## src/rtl/picomips_fetch.sv

```systemverilog
// Instruction fetch sequencer for picoMIPS: drives a synchronous program memory,
// presents the current instruction to the decoder and steps/redirects/holds the PC.
module picomips_fetch #(
   parameter int               PSIZE    = 6,
   parameter int               ISIZE    = 24,
   parameter logic [PSIZE-1:0] RESET_PC = '0
) (
   input  logic             clk,
   input  logic             reset_n,
   output logic [PSIZE-1:0] imem_addr,
   input  logic [ISIZE-1:0] imem_rdata,
   output logic [ISIZE-1:0] instr,
   output logic [5:0]       opcode,
   output logic             instr_valid,
   output logic [PSIZE-1:0] instr_pc,
   input  logic             PCincr,
   input  logic             branch_abs,
   input  logic             branch_rel,
   input  logic [PSIZE-1:0] branch_tgt,
   input  logic [PSIZE-1:0] branch_off,
   input  logic             stall,
   input  logic             halt,
   output logic             halted,
   output logic [15:0]      instret
);

   typedef enum logic [1:0] {S_FILL, S_RUN, S_HALT} state_t;

   state_t           r_state;
   logic [PSIZE-1:0] r_pc;
   logic             r_valid;
   logic             r_halted;
   logic [15:0]      r_instret;

   logic             w_run;
   logic             w_retire;
   logic [PSIZE-1:0] w_rel;
   logic [PSIZE-1:0] w_nxt;

   assign w_run    = (r_state == S_RUN);
   assign w_retire = w_run && !stall && (halt || branch_abs || branch_rel || PCincr);
   // Same-width add is the sign-extended sum truncated to PSIZE bits.
   assign w_rel    = r_pc + branch_off;

   always_comb begin
      w_nxt = r_pc;
      if (w_run && !stall && !halt) begin
         if (branch_abs)      w_nxt = branch_tgt;
         else if (branch_rel) w_nxt = w_rel;
         else if (PCincr)     w_nxt = r_pc + PSIZE'(1);
      end
   end

   always_ff @(posedge clk or negedge reset_n) begin
      if (!reset_n) begin
         r_state   <= S_FILL;
         r_pc      <= RESET_PC;
         r_valid   <= 1'b0;
         r_halted  <= 1'b0;
         r_instret <= '0;
      end else begin
         case (r_state)
            S_FILL: begin
               r_state <= S_RUN;
               r_valid <= 1'b1;
            end
            S_RUN: begin
               if (!stall) begin
                  r_pc <= w_nxt;
                  if (w_retire) r_instret <= r_instret + 16'd1;
                  if (halt) begin
                     r_state  <= S_HALT;
                     r_valid  <= 1'b0;
                     r_halted <= 1'b1;
                  end
               end
            end
            default: begin
               r_state <= S_HALT;
            end
         endcase
      end
   end

   assign imem_addr   = w_nxt;
   assign instr       = r_valid ? imem_rdata : '0;
   assign opcode      = instr[ISIZE-1 -: 6];
   assign instr_valid = r_valid;
   assign instr_pc    = r_pc;
   assign halted      = r_halted;
   assign instret     = r_instret;

endmodule

```

## config.mk

```make
export PLATFORM = sky130hd
export DESIGN_NAME = picomips_fetch
export DESIGN_NICKNAME = d
export VERILOG_FILES = /design/src/rtl/picomips_fetch.sv
export SDC_FILE = /design/constraint.sdc
export NUM_CORES = 1
export LEC_CHECK = 0
export ABC_AREA = 1
export BUFFER_PORTS_ARGS = -buffer_cell sky130_fd_sc_hd__buf_4
export CAP_MARGIN = 20
export CORE_MARGIN = 2
export CORE_UTILIZATION = 25
export CTS_CLUSTER_DIAMETER = 80
export CTS_CLUSTER_SIZE = 12
export DETAILED_ROUTE_END_ITERATION = 12
export GPL_TIMING_DRIVEN = 1
export PLACE_DENSITY = 0.52
export SKIP_LAST_GASP = 1
export SYNTH_ARGS = -nofsm -noshare
export SYNTH_HDL_FRONTEND = slang
export SYNTH_SLANG_ARGS = --single-unit
```

## constraint.sdc

```tcl
create_clock -name clk -period 3.15 [get_ports clk]
set_clock_uncertainty 0.15 [all_clocks]
set_input_delay 0.4725 -clock clk [delete_from_list [all_inputs] [get_ports clk]]
set_output_delay 0.4725 -clock clk [all_outputs]
set_load 0.05 [all_outputs]
```

== After elaboration in Yosys (flattened, before gate mapping) ==
Cells that the tools add are included.

* Mux-type cells: 11
* Bitwise gates (word level): 1
* Reduce and logical (&&, ||, !) cells: 15
* Add/subtract/negate cells: 3
* Eq/ne operators: 3

{| class="wikitable"
|+ Operators with widths
! kind !! count
|-
| 24-bit 2-to-1 mux || 1
|-
| 6-bit 2-to-1 mux || 4
|-
| 16-bit by 1-bit adder with 16-bit output (second input constant) || 1
|-
| 3-bit AND reduction || 3
|-
| 6-bit by 1-bit adder with 6-bit output (second input constant) || 1
|-
| 6-bit adder || 1
|-
| 2-bit 2-to-1 mux || 2
|-
| 2-bit != test (second input constant) || 2
|-
| 2-bit one-hot mux with 2 select lines || 1
|-
| 2-bit AND reduction || 2
|-
| 1-bit logical AND || 3
|-
| 1-bit logical OR || 3
|-
| 2-bit by 1-bit equality test with 1-bit output (second input constant) || 1
|-
| 1-bit logical NOT || 2
|-
| 2-bit logical NOT || 1
|-
| 1-bit 2-to-1 mux || 2
|-
| 1-bit one-hot mux with 2 select lines || 1
|-
| 2-bit nonzero test || 1
|-
| 1-bit NOT || 1
|}

* Logic and storage cells: 38
* Input bits: 43
* Flip-flop bits (word level): 26
* Output and inout bits: 60

== Depth between registers and ports, before layout ==
Gate-level depths: netlist (run 1).

* Depth in word-level cells: 5
* Depth in mapped cells: 13
* Gate-level depth less buffers: 13

== Worst setup path after synthesis (run 1) ==
OpenSTA, ideal clock, no wires.

* Path kind: reg2out
* Start point: register r_pc[0], in the netlist instr_pc[0]
* End point: output imem_addr[1]
* Path slack: 98 ps
* Stages on the path, launching flop included: 7
* Buffers on the path: 0
* Arrival time: 2429 ps
* Cells stage by stage: dfrtp_1 -> ha_1 -> inv_1 -> fa_1 -> nor3_1 -> a211oi_1 -> o22ai_1

* Cells in the longest elaborated chain, start to end: 5
* Elaborated cells on any way between the ends: 6

{| class="wikitable"
|+ RTL lines
! item !! RTL line !! text
|-
| start: declaration || 30 || <nowiki>logic [PSIZE-1:0] r_pc;</nowiki>
|-
| start signal: assignment || 69 || <nowiki>r_pc <= w_nxt;</nowiki>
|-
| 6-bit by 1-bit adder with 6-bit output || 50 || <nowiki>else if (PCincr) w_nxt = r_pc + PSIZE'(1);</nowiki>
|-
| 6-bit 2-to-1 mux || 50 ||
|-
| 6-bit 2-to-1 mux * || 49 || <nowiki>else if (branch_rel) w_nxt = w_rel;</nowiki>
|-
| 6-bit 2-to-1 mux * || 48 || <nowiki>if (branch_abs) w_nxt = branch_tgt;</nowiki>
|-
| 6-bit 2-to-1 mux * || 47 || <nowiki>if (w_run && !stall && !halt) begin</nowiki>
|-
| end: declaration || 10 || <nowiki>output logic [PSIZE-1:0] imem_addr,</nowiki>
|}

Every way passes the cells marked *; elsewhere a longest branch is shown, timed or not.

== Worst setup path in the final report (run 1) ==
* Start point: register r_pc[0], in the netlist instr_pc[0]
* End point: output imem_addr[4]

Same word-level chain as after synthesis.

==> impl_metrics.yaml, run 1 <==
outcome:
  outcome: "complete, no violations"
clock_tree:
  htree_levels: 1
  cts_buffer_depth: 2
  path_clk_slew_ps: 90
  cts_tree: "yes"
  clk_latency_ps: 270
  numClockSinks: 26
  cts_setup_buffers: 0
  cts_buffers: 3
  cts-root-buf: "clkbuf_8"
critical_path:
  crit_path_end_kind: "primary output"
  required_ps: 2530
  critical_path_class: "reg -> out"
  startpoint_type: "flop"
  arrival_ps: 2210
  cpMaxStageDelayCell: "dfrtp_1"
  critPathMaxStageDelay_ps: 480
  cp_max_fo: 7
  cp_cell_sequence: "ha_1 > inv_1 > fa_1 > inv_1 > nand2_1 > nand2_1 > nand2_1 > nand3b_1 > nand3_1 > nand3_1 > nand2_1 > nand2_1 > buf_4"
  cpMostUsedCell: "nand2_1"
grt:
  grt_pass1_wl_um: 8700
  overflow: 0
  grt.total_usage_pct: 12.52
  antenna_found_initial: 0
  grt_start_max_net_pins: 27
  grt_pass1_vias: 1886
floorplan:
  initial_core_util_pct: 25.48
  die_x_um: 92.05
  io_pins: 103
  die_height_um: 92.05
  num_rows: 32
  die_area_mm2: 0.008472
  coreArea_mm2: 0.007607
logic_synthesis:
  synth_edf_count: 0
  yosys-top-cells-count: "nand2_1 (81), inv_1 (52), dfrtp_1 (26)"
  syn_inst: 280
  ys_warn_count: 0
  syn-cell-area_mm2: 0.001938
  syn_avg_cell_area_um2: 6.922
  yosysMostFrequentCell: "nand2_1"
  yosysSeqAreaShare_pct: 33.57
  synth_cell_types: 32
  synth_seq_cells: 26
  synth.area.top_cells: "dfrtp_1 (34%), nand2_1 (16%), inv_1 (10%)"
  async_flop_share_pct: 100.0
  syn_nets: 331
  yosys.area.top_type: "dfrtp_1"
  ys_dominant_reg_cell: "dfrtp_1"
  synth.top_cell.area_share_pct: 33.57
timing:
  min_period_over_period_pct: 89.79
  slew_viol_final: 0
  rsz0062_at_grt: "no"
  hold_slack_ps: 310.5
  setup_viol: 0
  hold_viol_final: 0
  max_freq_mhz: 353.6
  worstMarginPinSlew_ps: 736.8
  min_period_ps: 2828
  maxSlewHeadroom_pct: 50.88
  setup_tns_ps: 0
placement:
  port_buffers: 102
  gp_congestion: 0.7483
  hpwl_um: 4285
power:
  leakagePower_nw: 1.659
  finalPower_uw: 920.9
  p_per_area_mw_per_mm2: 324.2
  peakVddDrop_uv: 277.1
final_layout:
  n_antenna_cell: 0
  area.growth.synth_to_final_pct: 46.55
  drive_above_1_share_pct: 32.01
  nets: 430
job:
  cap_violations: 0
route:
  routed_wl_um: 5238
  drtPass1Iterations: 4
  vias: 1946
  ant_nets: 0
  drtIter0Drc: 50
  via_per_inst: 4.054
  wire_per_inst_um: 10.91
  route.detailed.drc: 0
worst_hold_path:
  hp-class: "in -> reg"
metrics by stage:
step,cell area (um^2),cells,utilization [%],setup WS (ps)
6_report,2840,480,37.34,321.6
5_1_grt,2840,480,37.34,43.40
4_1_cts,2840,480,37.34,277.1
3_5_place_dp,2775,475,36.48,561.2
3_3_place_gp,2775,475,36.48,585.8
2_1_floorplan,1938,280,-,98.42
cell type report:
cell class                 count  area (um^2)
fill                         844         4767
multi-input combinational    190         1025
timing repair buffer         103        775.7
sequential                    26        650.6
inverter                      55        206.4
tap                          102        127.6
clock buffer                   4        55.05
where the power goes:
part | internal, mW | total, mW | switching (mW)
clock network | 0.112 | 0.217 | 0.106
logic | 0.119 | 0.342 | 0.223
registers | 0.343 | 0.362 | 0.0184
worst max-delay path: cells and delay by family, from the launching register on:
| family | cells | cell delay [ps] |
|---|---|---|
| fa+ha+maj | 2 | 600 |
| simple gates | 8 | 530 |
| flops | 1 | 480 |
| buf+inv | 3 | 310 |
worst paths after layout:
kind	from	endpoint	slack [ps]	cells after the start
worst min-delay path	halt	r_state[1]	310	3
min in group asynchronous	reset_n	instr_valid	490	2
max in group asynchronous	reset_n	instret[5]	2110	2
worst min register to register	halted	halted	330	1
worst max register to register	instr_pc[0]	instr_pc[4]	1160	13
worst max-delay path	instr_pc[0]	imem_addr[4]	320	13
cells by family (layout without fill, tap and decap cells):
kind of cell,Yosys count,after routing,share of synthesized area [%]
XOR/XNOR,16,16,7.231
adder cells (fa/ha/maj),8,8,5.552
flip-flops,26,26,33.57
buffers and inverters,64,162,13.56
AO/OA/AOI/OAI,19,19,5.681
AND/OR/NAND/NOR,147,147,34.41
cell usage in the layout, fill, tap and decap left out:
master / n
dlygate4sd3_1: 1
nor4_1: 1
a211oi_1: 1
clkbuf_8: 4
nand2_1: 81
dfrtp_1: 26
nand3_1: 17
xnor2_1: 3
or2_1: 1
nor2_1: 19
o22ai_1: 2
nand2_4: 1
nand2_2: 2
o21ai_0: 6
a21oi_1: 4
nand4_1: 5
ha_1: 7
nor2_4: 2
and2_1: 1
o21a_1: 2
xor2_1: 13
buf_4: 102
nor3_1: 6
o21ai_1: 2
nand3b_1: 3
nand3_2: 2
or2_2: 1
fa_1: 1
nor2_2: 5
inv_1: 52
clkinv_1: 1
inv_2: 2
o211ai_1: 2
metal layers:
layer  global-route usage, %  vias up  part of all wire, %
li1                        -     1050                    -
met1                   16.33      860                   45
met2                   21.81       34                   50
met3                   2.547        2                  4.5
met4                   1.866        0                 0.48
met5                       0        -                    0
flip-flops by register name, indices dropped and copies added (netlist names):
register,flops
instret,16
r_state,2
instr_valid,1
instr_pc,6
halted,1
repair_timing:
| action | 4_1_cts | 5_1_grt |
|---|---|---|
| hold buffers | 1 | 0 |
| resized for setup | 0 | 0 |
| setup endpoints to repair | 0 | 0 |
| hold endpoints to repair | 26 | 0 |
(Power assumes the default switching activity.)
==> run 2, diff against run 1 <==
==> constraint.sdc (replaced) <==
create_clock -name clk -period 3.15 [get_ports clk]
set_clock_uncertainty 0.15 [all_clocks]
set_input_delay 0.315 -clock clk [delete_from_list [all_inputs] [get_ports clk]]
set_output_delay 0.315 -clock clk [all_outputs]
set_load 0.05 [all_outputs]
==> run 2 against run 1 <==
  * Clock power rose by 3%
  * Sequential cell count did not move
  * Critical path type unchanged
  * Worst hold slack got worse by 150 ps
  * Register-to-register slack barely moved
  * Core utilization did not move
  * Combinational power barely moved
  * First-iteration DRC count rose by 6.0%
  * Sequential share of layout area did not move
  * Design area did not move
  * Routed wire length rose by 3.2%
  * Non-clock buffer count did not move
  * Maximum frequency rose by 4.8%
==> impl_metrics.yaml, run 2 (same netlist as run 1, synthesis figures left out) <==
outcome:
  outcome: "complete, no violations"
critical_path:
  path_depth: 13
  critical_path_class: "reg -> out"
  cpMostUsedCell: "nand2_1"
  worst-path-buf-inv: 3
  crit_end: "imem_addr[4]"
  cp_cell_sequence: "ha_1 > inv_1 > fa_1 > inv_1 > nand2_1 > nand2_1 > nand2_1 > nand3b_1 > nand3_1 > nand3_1 > nand2_1 > nand2_1 > buf_4"
  r2r_setup_slack_ps: 1150
  arrival_ps: 2230
  cp_max_fo: 7
  worstSetupStartpoint: "instr_pc[0]"
  startpoint_type: "flop"
  r2r_end: "instr_pc[4]"
  critPathMaxStageDelay_ps: 480
  cpMaxStageDelayCell: "dfrtp_1"
  required_ps: 2680
  rr_worst_depth: 13
  crit_family: "adder cells"
  reg2reg_from: "instr_pc[0]"
  crit_path_end_kind: "primary output"
grt:
  grt_pass1_wl_um: 9128
  grt_start_max_net_pins: 27
  antenna_found_initial: 0
  grt_pass1_vias: 2029
  overflow: 0
  grt.total_usage_pct: 12.95
final_layout:
  nets: 430
  fin_cells: 480
  mostFrequentLayoutCells: "buf_4 (102), nand2_1 (81), inv_1 (52)"
  n_antenna_cell: 0
  largest_register_ffs: 16
  area.growth.synth_to_final_pct: 46.55
  drive_above_1_share_pct: 32.01
  final_common_cell: "buf_4"
timing:
  setup_viol: 0
  slew_viol_final: 0
  worstMarginPinSlew_ps: 750.4
  min_period_over_period_pct: 85.64
  hold_viol_final: 0
  max_freq_mhz: 370.7
  fin_ws_ps: 452.3
  min_period_ps: 2698
  rsz0062_at_grt: "no"
  maxSlewHeadroom_pct: 49.97
  setup_tns_ps: 0
placement:
  hpwl_um: 4326
  place_inst: 475
  gp_congestion: 0.7903
  dp_slack_ps: 758.2
  port_buffers: 102
clock_tree:
  numClockSinks: 26
  cts_buffers: 3
  clk_latency_ps: 280
  htree_levels: 1
  cts_buffer_depth: 2
  path_clk_slew_ps: 100
  cts_tree: "yes"
  cts-root-buf: "clkbuf_8"
  cts_resized: 0
route:
  ant_nets: 0
  drtIter0Drc: 53
  route.detailed.drc: 0
  routed_wl_um: 5403
  vias: 2025
  wire_per_inst_um: 11.26
  drtPass1Iterations: 4
  via_per_inst: 4.219
floorplan:
  io_pins: 103
  num_rows: 32
  initial_core_util_pct: 25.48
  die_height_um: 92.05
  coreArea_mm2: 0.007607
  die_area_mm2: 0.008472
  die_x_um: 92.05
power:
  finalPower_uw: 927.8
  p_per_area_mw_per_mm2: 326.7
  internal_power_uw: 573.9
  peakVddDrop_uv: 275.1
  p_clk_share_pct: 24.2
  pwr-share-comb_pct: 36.9
  p_sw_uw: 353.9
  sw_frac_of_total_pct: 38.15
  seqPwrFrac_pct: 39.0
  leakagePower_nw: 1.659
job:
  cap_violations: 0
worst_hold_path:
  hp-class: "in -> reg"
run 2: cell counts in the layout (fill, tap and decap cells not counted):
No cell type changed its count.
run 2: layer usage:
layer / share of wire [%] / wire, um / track usage (%) / up-vias
met3: 4.5 / 244 / 2.794 / 4
met4: 0.81 / 44 / 3.234 / 0
met5: 0 / 0 / 0 / -
met1: 43 / 2333 / 15.66 / 931
li1: - / - / - / 1048
met2: 51 / 2780 / 23.28 / 42
run 2: cell type report:
class,count,area [um^2]
Fill cell,838,4767
Multi-Input combinational cell,190,1025
Timing Repair Buffer,103,775.7
Sequential cell,26,650.6
Inverter,55,206.4
Tap cell,102,127.6
Clock buffer,4,55.05
run 2: through the flow:
stage	utilization [%]	cell area [um^2]	hold WS (ps)
after floorplan	-	1938	-130.6
after global placement	36.48	2775	105.1
after detailed placement	36.48	2775	106.6
after CTS	37.34	2840	149.7
after global routing	37.34	2840	157.7
final	37.34	2840	159.4
run 2: power by group through the flow:
| stage | clock (mW) | sequential (mW) | combinational, mW |
|---|---|---|---|
| 2_1_floorplan | 0 | 0.397 | 0.191 |
| 3_3_place_gp | 0 | 0.369 | 0.343 |
| 3_5_place_dp | 0 | 0.368 | 0.344 |
| 4_1_cts | 0.234 | 0.362 | 0.346 |
| 5_1_grt | 0.256 | 0.365 | 0.369 |
| 6_report | 0.224 | 0.362 | 0.342 |
run 2: worst reg2reg max path, delay by kind of cell, from the launching register on:
family | cells | cell delay [ps]
flops | 1 | 480
simple gates | 9 | 540
buf+inv | 2 | 120
fa+ha+maj | 2 | 600
run 2: worst min-delay path by stage:
stage	from	to	slack [ps]	cells past startpoint
floorplan	reset_n	halted	-130	0
global placement	reset_n	instret[11]	110	1
detailed placement	reset_n	instret[15]	110	1
CTS	branch_tgt[2]	instr_pc[2]	150	3
global route	halt	r_state[1]	160	3
finish	halt	r_state[1]	160	3
run 2: repair_timing:
item / CTS / global route
endpoints found under the hold margin: 26 / 0
hold buffers: 1 / 0
setup buffers: 0 / 0
==> run 3, diff against run 2 <==
- ABC_AREA: 1 -> 0
- PLACE_DENSITY: 0.52 -> 0.53
==> run 3 against run 2 <==
  * Worst setup slack lost 200 ps
  * Maximum frequency shrank 6.9%
  * Sequential share of layout area grew 1.4 points
  * Critical endpoint unchanged
  * Highest routed layer unchanged
  * Register-to-register slack lost 240 ps
  * Sequential cell count is the same
  * Final cell count shrank 20%
  * Power grew 140%
  * Worst hold slack gained 4.2 ps
  * Largest power group is now combinational cells
  * Global-route usage shrank 0.79 points
==> impl_metrics.yaml, run 3 <==
outcome:
  outcome: "complete, no violations"
clock_tree:
  clk_latency_ps: 270
  path_clk_slew_ps: 90
  cts_resized: 0
  numClockSinks: 26
  cts_buffers: 3
  cts-root-buf: "clkbuf_8"
  htree_levels: 1
  cts_buffer_depth: 2
  cts_tree: "yes"
placement:
  hpwl_um: 3894
  port_buffers: 102
  place_inst: 381
  dpl_cell_area_mm2: 0.002591
  gp_congestion: 0.8272
logic_synthesis:
  yosysSeqAreaShare_pct: 36.88
  synth_seq_cells: 26
  yosysMostFrequentCell: "dfrtp_1"
  yosys-top-cells-count: "dfrtp_1 (26), and2_1 (25), nand2_1 (19)"
  syn_avg_cell_area_um2: 9.237
  synth_edf_count: 0
  syn_nets: 242
  synth_cell_types: 39
  synth.top_cell.area_share_pct: 36.88
  async_flop_share_pct: 100.0
  syn-cell-area_mm2: 0.001764
  ys_dominant_reg_cell: "dfrtp_1"
  ys_warn_count: 0
  syn_inst: 191
  yosys.area.top_type: "dfrtp_1"
  synth.area.top_cells: "dfrtp_1 (37%), and2_1 (8.9%), xor2_1 (5.5%)"
route:
  drtIter0Drc: 33
  via_per_inst: 4.316
  route.detailed.drc: 0
  vias: 1666
  drtPass1Iterations: 4
  routed_wl_um: 4753
  wire_per_inst_um: 12.31
  ant_nets: 0
power:
  finalPower_mw: 2.199
  sw_frac_of_total_pct: 53.20
  internal_power_mw: 1.029
  p_sw_mw: 1.170
  pwr-share-comb_pct: 64.0
  p_per_area_mw_per_mm2: 822.8
  peakVddDrop_uv: 474.1
  p_clk_share_pct: 12.8
  seqPwrFrac_pct: 23.3
  leakagePower_nw: 1.357
critical_path:
  worstSetupStartpoint: "instr_pc[0]"
  critical_path_class: "reg -> out"
  reg2reg_from: "instr_pc[0]"
  startpoint_type: "flop"
  crit_path_end_kind: "primary output"
  cp_max_fo: 6
  arrival_ps: 2430
  crit_end: "imem_addr[4]"
  r2r_setup_slack_ps: 910
  r2r_end: "instr_pc[4]"
  required_ps: 2680
  rr_worst_depth: 8
timing:
  setup_tns_ps: 0
  maxSlewHeadroom_pct: 64.26
  slew_viol_final: 0
  setup_viol: 0
  min_period_ps: 2899
  min_period_over_period_pct: 92.03
  rsz0062_at_grt: "no"
  max_freq_mhz: 345.0
  worstMarginPinSlew_ps: 536.0
  hold_viol_final: 0
final_layout:
  area.growth.synth_to_final_pct: 51.49
  largest_register_ffs: 16
  fillers: 707
  utilization_pct: 39.34
  mostFrequentLayoutCells: "buf_4 (103), dfrtp_1 (26), and2_1 (25)"
  nets: 342
  fin_cells: 386
  drive_above_1_share_pct: 40.00
  stdcell_area_mm2: 0.002673
  n_antenna_cell: 0
  final_common_cell: "buf_4"
floorplan:
  die_area_mm2: 0.007745
  die_x_um: 88.01
  num_rows: 30
  io_pins: 103
  coreArea_mm2: 0.006794
  initial_core_util_pct: 25.97
  die_height_um: 88.01
grt:
  grt_pass1_vias: 1484
  grt_start_max_net_pins: 27
  grt_pass1_wl_um: 7320
  overflow: 0
  grt.total_usage_pct: 12.16
  antenna_found_initial: 0
job:
  cap_violations: 0
worst_hold_path:
  hp-class: "in -> reg"
## run 3: what timing repair did
item,4_1_cts,5_1_grt
buffers inserted,0,0
hold buffers,1,0
hold endpoints to repair,26,0
## run 3: layout make-up
type | instances | area (um^2) | share of cell area, %
clock buffers | 3 | 41.29 | 1.545
clock inverters | 1 | 30.03 | 1.124
multi-input cells | 150 | 1025 | 38.34
well taps | 96 | 120.1 | 4.494
inverters | 6 | 22.52 | 0.8427
repair buffers | 104 | 783.3 | 29.31
flip-flops and latches | 26 | 650.6 | 24.34
## run 3: routing by layer
layer | wire length (um) | global-route usage, % | vias up
met5 | 0 | 0 | -
met4 | 41 | 2.937 | 0
met3 | 541 | 3.016 | 5
met2 | 2133 | 20.25 | 80
met1 | 2038 | 15.85 | 732
li1 | - | - | 849
## run 3: logic make-up (layout without fill, tap and decap cells)
family,after synthesis,in the layout,share of synthesized area [%]
adder cells (fa/ha/maj),8,8,6.099
buffers and inverters,15,114,5.035
AO/OA/AOI/OAI,34,34,12.27
multiplexers,4,4,2.340
XOR/XNOR,21,21,10.43
AND/OR/NAND/NOR,83,83,26.95
flip-flops,26,26,36.88
## run 3: worst max-delay path, stage by stage, from the launching register on
cell	delay [ps]
dfrtp_1	450
ha_1	260
inv_1	70
fa_1	180
nor2b_1	60
o21a_1	170
or4_1	390
a41oi_1	280
o21ai_1	100
buf_4	200
## run 3: worst min-delay path by stage
stage | from | to | slack, ps | depth (start not counted)
floorplan | reset_n | halted | -130 | 0
global placement | reset_n | instret[15] | 100 | 1
detailed placement | reset_n | instret[15] | 110 | 1
CTS | halt | r_state[0] | 160 | 2
global route | halt | r_state[0] | 160 | 2
finish | halt | r_state[0] | 160 | 2
## run 3: stage by stage
step,hold WS (ps),setup WS [ps]
floorplan,-130.6,118.2
global placement,103.3,567.8
detailed placement,106.5,542.9
CTS,155.0,217.0
global route,163.1,46.66
finish,163.6,251.1
## run 3: power by group through the flow
stage	Combinational, mW	Sequential (mW)	Clock, mW
floorplan	0.842	0.688	0
global placement	1.42	0.518	0
detailed placement	1.41	0.521	0
CTS	1.42	0.513	0.295
global route	1.51	0.532	0.311
finish	1.41	0.511	0.280
